===== config.mk =====
export PLATFORM = sky130hd
export DESIGN_NAME = relu_maxpool
export DESIGN_NICKNAME = d
export VERILOG_FILES = /design/src/rtl/relu_maxpool.sv
export SDC_FILE = /design/constraint.sdc
export NUM_CORES = 1
export LEC_CHECK = 0
export CORE_ASPECT_RATIO = 1.2
export CORE_UTILIZATION = 55
export DETAILED_ROUTE_END_ITERATION = 7
export PLACE_DENSITY_LB_ADDON = 0.12
export SLEW_MARGIN = 20
export SYNTH_ARGS = -nofsm -noshare
export SYNTH_HDL_FRONTEND = slang
export SYNTH_SLANG_ARGS = --single-unit

===== constraint.sdc =====
create_clock -name clk -period 7.06 [get_ports clk]
set_input_delay 1.765 -clock clk [delete_from_list [all_inputs] [get_ports clk]]
set_output_delay 1.765 -clock clk [all_outputs]
set_load 0.02 [all_outputs]

===== src/rtl/relu_maxpool.sv =====
// relu_maxpool: post-convolution stage. Streams a finished 1-D feature map out of the
// conv output RAM, applies optional ReLU and non-overlapping max-pooling (window = stride =
// POOL_SIZE), and writes the pooled map into the next layer's input RAM. A start/done
// handshake lets a top-level sequencer chain it behind the convolution stage.
//
// Ports
//   clk      rising-edge clock
//   rst      asynchronous reset, active low
//   start    1-cycle run request, sampled only in IDLE
//   data_rd  source RAM read data, valid one cycle after addr_rd
//   addr_rd  source RAM read address (0 whenever idle)
//   data_wr  pooled result (registered, holds between writes)
//   addr_wr  destination RAM write address (registered, holds between writes)
//   wren     destination RAM write enable, one cycle per result
//   busy     high from the cycle after start through the done cycle
//   done     one-cycle pulse after the last result has been written

module relu_maxpool #(
  parameter int unsigned INPUT_SIZE    = 128,
  parameter int unsigned POOL_SIZE     = 2,
  parameter int unsigned BIT_WIDTH     = 16,
  parameter int unsigned IN_RAM_DEPTH  = 128,
  parameter int unsigned OUT_RAM_DEPTH = 64,
  parameter bit          RELU_EN       = 1'b1,
  localparam int unsigned RdAw = (IN_RAM_DEPTH > 1) ? $clog2(IN_RAM_DEPTH) : 1,
  localparam int unsigned WrAw = (OUT_RAM_DEPTH > 1) ? $clog2(OUT_RAM_DEPTH) : 1
) (
  input  logic                 clk,
  input  logic                 rst,
  input  logic                 start,
  input  logic [BIT_WIDTH-1:0] data_rd,
  output logic [RdAw-1:0]      addr_rd,
  output logic [BIT_WIDTH-1:0] data_wr,
  output logic [WrAw-1:0]      addr_wr,
  output logic                 wren,
  output logic                 busy,
  output logic                 done
);

  localparam int unsigned NumOut = INPUT_SIZE / POOL_SIZE;
  localparam int unsigned PosW   = (POOL_SIZE > 2) ? $clog2(POOL_SIZE) : 1;
  localparam int unsigned CntW   = $clog2(NumOut + 1);

  // Elaboration-time parameter checks
  if (INPUT_SIZE % POOL_SIZE != 0) begin : g_chk_multiple
    $error("relu_maxpool: INPUT_SIZE must be a multiple of POOL_SIZE");
  end
  if (INPUT_SIZE > IN_RAM_DEPTH) begin : g_chk_in_depth
    $error("relu_maxpool: INPUT_SIZE exceeds IN_RAM_DEPTH");
  end
  if (NumOut > OUT_RAM_DEPTH) begin : g_chk_out_depth
    $error("relu_maxpool: INPUT_SIZE/POOL_SIZE exceeds OUT_RAM_DEPTH");
  end

  typedef enum logic [1:0] {StIdle, StRun, StDrain, StDone} state_e;

  state_e                      state_q;
  logic                        rd_valid_q;   // data_rd carries a requested sample this cycle
  logic [PosW-1:0]             pos_q;        // position of the incoming sample in its window
  logic signed [BIT_WIDTH-1:0] max_q;        // running max of the current window
  logic [CntW-1:0]             wr_cnt_q;     // results written so far in this run

  logic signed [BIT_WIDTH-1:0] sample;
  logic signed [BIT_WIDTH-1:0] win_max;
  logic signed [BIT_WIDTH-1:0] pool_res;
  logic                        last_rd;
  logic                        win_last;

  assign sample   = $signed(data_rd);
  assign last_rd  = (addr_rd == RdAw'(INPUT_SIZE - 1));
  assign win_last = (pos_q == PosW'(POOL_SIZE - 1));

  // The first sample of a window seeds the max, so no sentinel value is ever needed.
  always_comb begin
    win_max = sample;
    if ((pos_q != '0) && (max_q > sample)) begin
      win_max = max_q;
    end
    pool_res = win_max;
    if (RELU_EN && win_max[BIT_WIDTH-1]) begin
      pool_res = '0;
    end
  end

  // Control FSM: read address generation and handshake outputs
  always_ff @(posedge clk or negedge rst) begin
    if (!rst) begin
      state_q    <= StIdle;
      addr_rd    <= '0;
      busy       <= 1'b0;
      done       <= 1'b0;
      rd_valid_q <= 1'b0;
    end else begin
      done       <= 1'b0;
      rd_valid_q <= (state_q == StRun);
      unique case (state_q)
        StIdle: begin
          if (start) begin
            state_q <= StRun;
            busy    <= 1'b1;
            addr_rd <= '0;
          end
        end
        StRun: begin
          if (last_rd) begin
            state_q <= StDrain;
            addr_rd <= '0;
          end else begin
            addr_rd <= addr_rd + RdAw'(1);
          end
        end
        StDrain: begin
          // wr_cnt_q has already counted the write being presented this cycle
          if (wren && (wr_cnt_q == CntW'(NumOut))) begin
            state_q <= StDone;
            done    <= 1'b1;
          end
        end
        StDone: begin
          state_q <= StIdle;
          busy    <= 1'b0;
        end
        default: state_q <= StIdle;
      endcase
    end
  end

  // Pooling datapath and registered write port
  always_ff @(posedge clk or negedge rst) begin
    if (!rst) begin
      pos_q    <= '0;
      max_q    <= '0;
      wr_cnt_q <= '0;
      wren     <= 1'b0;
      data_wr  <= '0;
      addr_wr  <= '0;
    end else begin
      wren <= 1'b0;
      if (state_q == StIdle) begin
        pos_q    <= '0;
        wr_cnt_q <= '0;
      end
      if (rd_valid_q) begin
        if (win_last) begin
          pos_q    <= '0;
          wren     <= 1'b1;
          data_wr  <= pool_res;
          addr_wr  <= WrAw'(wr_cnt_q);
          wr_cnt_q <= wr_cnt_q + CntW'(1);
        end else begin
          pos_q <= pos_q + PosW'(1);
          max_q <= win_max;
        end
      end
    end
  end

endmodule


After elaboration in Yosys (flattened, before gate mapping)
Cells that the tools add are included.
{ "totals": {"reg_bits": 59, "word_cells": 56} }
{ "classes": {"addsub": 3, "n_lt_le_gt_ge": 1, "n_eq_ne": 8, "n_mux": 21, "bitwise_logic": 1, "reduce_logical": 11} }
{ "ops": {"columns": ["operator", "count"], "rows": [
  ["$mux 7", 5],
  ["$gt 16x16->1", 1],
  ["$mux 16", 1],
  ["$mux 15", 1],
  ["$add 7x1->7 const B", 2],
  ["$eq 7x7->1 const B", 2],
  ["$pmux 7 s2", 1],
  ["$mux 1", 8],
  ["$pmux 2 s4", 1],
  ["$reduce_and 2->1", 4],
  ["$mux 2", 3],
  ["$ne 2x2->1 const B", 3],
  ["$reduce_bool 2->1", 3],
  ["$eq 2x2->1 const B", 2],
  ["$reduce_and 3->1", 1],
  ["$eq 2x1->1 const B", 1],
  ["$logic_and 1x1->1", 2],
  ["$logic_not 2->1", 1],
  ["$pmux 1 s2", 1],
  ["$add 1x1->1 const B", 1],
  ["$not 1->1", 1]
]} }

Logic depth before layout (Yosys ltp)
{ "depth": {"depth_word": 4, "depth_mapped": 10} }

Worst setup path before layout
OpenSTA, ideal clock, no wires.
{ "synth_path": {"kind": "input-to-reg", "startpoint": "in data_rd[13]", "endpoint": "reg data_wr[0]", "setup_ns": 0.126, "t_arrival_ns": 3.735, "t_required_ns": 6.934, "slack_ns": 3.199, "stages": 10, "n_path_buf": 2, "path_cell_list": "inv_1 ha_1 a21o_1 a2111oi_2 o21ai_1 or3_4 and4_4 buf_6 buf_6 a221o_1"} }
{ "synth_between": {"elab_chain_len": 4} }
{ "synth_rtl": {"columns": ["element", "line_no", "rtl"], "rows": [
  ["start, declared", "31", "input logic [BIT_WIDTH-1:0] data_rd,"],
  ["$gt 16x16->1", "76", "if ((pos_q != '0) && (max_q > sample)) begin"],
  ["$logic_and 1x1->1", "76", null],
  ["$mux 16", "76", null],
  ["$mux 15", "80", "if (RELU_EN && win_max[BIT_WIDTH-1]) begin"],
  ["end signal, assigned", "147", "data_wr <= pool_res;"],
  ["end, declared", "33", "output logic [BIT_WIDTH-1:0] data_wr,"]
]} }
Every way passes these cells.
A chain may end at the register's enable or synchronous reset.

Final worst setup path
{ "layout_path": {"startpoint": "in data_rd[15]", "endpoint": "reg data_wr[8]"} }
{ "layout_between": {"elab_chain_len": 4} }
{ "layout_rtl": {"columns": ["element", "line_no"], "rows": [
  ["$gt 16x16->1", "76"],
  ["$logic_and 1x1->1", "76"],
  ["$mux 16 *", "76"],
  ["$mux 15 *", "80"]
]} }
Mark *: on every way between the ends. The rest lies on a longest branch, timed or not.

==> metrics.yaml <==
logic_synthesis:
  synth_seq_cells: 58
  synthFlopType: "dfrtp_1"
  ys_seq_area_share_pct: 48.7
  synth_edf_count: 0
  syn-num-nets: 333
  async_flop_share_pct: 100
  synth_warnings: 0
  avgSynthCellArea_um2: 10.2
  synth_cells: 291
  syn_area_um2: 2980
  synth_cell_types: 40
setup_path:
  path_class: "input port to flop"
  critPathMostFrequentCell: "or3_4"
  crit_buf_inv: 2
  setup.worst_path.end_class: "flop"
  crit_required_ns: 7.33
  critPathLaunch: "data_rd[15]"
  cp_max_fo: 15
  r2r_cells: 7
  crit_cells: 8
  crit_slowest_cell: "a311oi_4"
  slowest_delay_ns: 0.68
  crit_family: "simple AND/OR/NAND/NOR gates"
  cp-endpoint: "data_wr[8]"
  reg2reg_to: "data_wr[8]"
  path_cells: "clkdlybuf4s50_1 -> inv_1 -> ha_1 -> nand4_1 -> or3_4 -> or3_4 -> a311oi_4 -> a221o_2"
  worst_setup_path_start_kind: "input port"
  cp.arrival_ns: 4.66
  rrSetupSlack_ns: 4.29
  rr_startpoint: "max_q[13]"
route:
  drc: 0
  drtIter0Drc: 131
  vias: 2323
  route.detailed.wl_per_inst_um: 14.5
  dr.pass1.iters: 4
  avgViaCountPerCell: 5.68
  finalWirelength_um: 5940
  ant_nets: 0
grt:
  grt_pass1_vias: 2184
  grt_antenna_before_repair: 0
  grt_overflow: 0
  grt_usage_pct: 22.0
  grt_max_degree: 59
  grt_pass1_wl_um: 9800
timing:
  finalHoldViolCount: 0
  fin_crit_ns: 4.39
  relSlewSlack_pct: 32.5
  setup_ws_ns: 2.67
  finalClockSkew_ns: 0.0110
  tightestPinTransition_ns: 1.01
  finalMaxSlewViolations: 0
  tns_ns: 0
  period_share_pct: 62.2
  fmax_mhz: 228
  rsz0062_at_grt: "no"
  setup_viol: 0
layout:
  nFillCells: 413
  mostFrequentLayoutCells: "58 x dfrtp_1, 48 x clkdlybuf4s50_1, 35 x o21ai_0, 31 x nand2_1, 25 x inv_1"
  layout-drive-gt1-share_pct: 10.1
  final_common_cell: "dfrtp_1"
  antenna_cells: 0
  area_growth_pct: 22.8
  nets: 384
placement:
  hpwl_um: 3900
  gp_congestion: 0.816
  dp_slack_ns: 2.36
  io_buffers: 49
outcome:
  outcome: "complete, no violations"
cts:
  ctsHoldBuffers: 0
  clock_sinks: 58
  ctsHtreeMaxLevel: 3
  cts_resized: 0
  cts_root_buffer: "clkbuf_8"
  cts_buffers: 9
  cts_tree: "built"
  postCtsSetupRepairBufs: 0
  clock_path_buffers: 2
  clk_pin_slew_ns: 0.07
  insertion_delay_ns: 0.33
power:
  p_total_mw: 1.32
  vdd_drop_max_uv: 247
  power.leakage_nw: 1.72
  power_density_nw_per_um2: 360
die:
  num_rows: 29
  core_um2: 5260
  start_util_pct: 56.6
  io_pins: 51
  die_width_um: 69.2
  die_h_um: 82.6
  die_area_um2: 5720
run:
  drv_cap: 0
min_path:
  hp-class: "flop to flop"
==> synthesized netlist by cell type, types with 2 or more instances <==
cell type  instances  share of area (%)
dfrtp_1           58                 49
o21ai_0           35                5.9
nand2_1           31                3.9
inv_1             25                3.1
ha_1              23                9.7
and2_1            17                3.6
a221o_1           14                4.7
nor2_1            11                1.4
a21oi_1            9                1.5
nand3_1            8                1.3
clkbuf_1           7               0.88
mux2_2             6                2.3
o31ai_1            5                1.3
nand2b_1           4               0.84
nand4_1            4               0.84
buf_6              3                1.1
or3_4              3                1.1
a21o_1             2               0.50
and3_1             2               0.42
nor2b_1            2               0.42
o21ai_1            2               0.34
or2_2              2               0.42
==> stage by stage <==
stage | hold WS (ns) | util [%] | cell area (µm²) | std cells
after CTS | 0.484 | 69.6 | 3660 | 409
after detailed placement | 0.472 | 66.3 | 3490 | 393
after global placement | 0.468 | 66.3 | 3490 | 393
final | 0.485 | 69.6 | 3660 | 409
after floorplan | 0.450 | - | 2980 | 291
after global routing | 0.509 | 69.6 | 3660 | 409
==> area by class of cell <==
type	count	area, µm²	area share (%)
inverter	25	93.8	2.56
clock inverter	6	32.5	0.889
sequential	58	1450	39.7
tap	62	77.6	2.12
clock buffer	10	138	3.76
timing repair buffer	51	500	13.7
multi-input combinational	197	1370	37.3
==> metal layers <==
metal | GRT usage (%) | share of wire, % | routed length (µm)
met2 | 37.8 | 48 | 2870
met1 | 25.7 | 46 | 2750
met4 | 10.2 | 1.4 | 86
met3 | 6.67 | 3.8 | 227
met5 | 0 | 0 | 0
==> cells by family (layout without fill, tap and decap cells) <==
family / count (synthesis) / in the layout / share of synthesized area (%)
fa+ha+maj: 23 / 23 / 9.66
compound gates: 78 / 78 / 18.2
simple gates: 88 / 88 / 15.3
other cells: 1 / 1 / 0.126
mux: 6 / 6 / 2.27
flops: 58 / 58 / 48.7
buf+inv: 36 / 92 / 5.42
xor+xnor: 1 / 1 / 0.294
==> registers in the layout (all words and copies together) (netlist names), 2 cells and up <==
name,count
addr_rd,7
max_q,16
addr_wr,6
wr_cnt_q,7
state_q,2
data_wr,15
==> worst min path at each step <==
stage                 from     endpoint  slack, ns  cells after the start
2_1_floorplan  wr_cnt_q[6]  wr_cnt_q[6]       0.45                      1
3_3_place_gp    addr_wr[0]   addr_wr[0]       0.47                      2
3_5_place_dp    addr_wr[0]   addr_wr[0]       0.47                      2
4_1_cts         addr_wr[0]   addr_wr[0]       0.48                      2
5_1_grt         addr_wr[1]   addr_wr[1]       0.51                      2
6_report        addr_wr[0]   addr_wr[0]       0.48                      2
==> power by group <==
group	switching, mW	leakage, nW	total [mW]	internal, mW
logic	0.288	0.867	0.538	0.251
clock network	0.129	0.0916	0.263	0.133
registers	0.0808	0.759	0.518	0.437
==> worst reg2reg max path, stage by stage, from the launching register on <==
cell	delay (ns)
dfrtp_1	0.40
ha_1	0.30
a21o_1	0.19
a2111oi_2	0.34
o21ai_1	0.12
or3_4	0.36
a311oi_4	0.71
a221o_2	0.29
No activity file was read; power rests on OpenSTA's default activity.
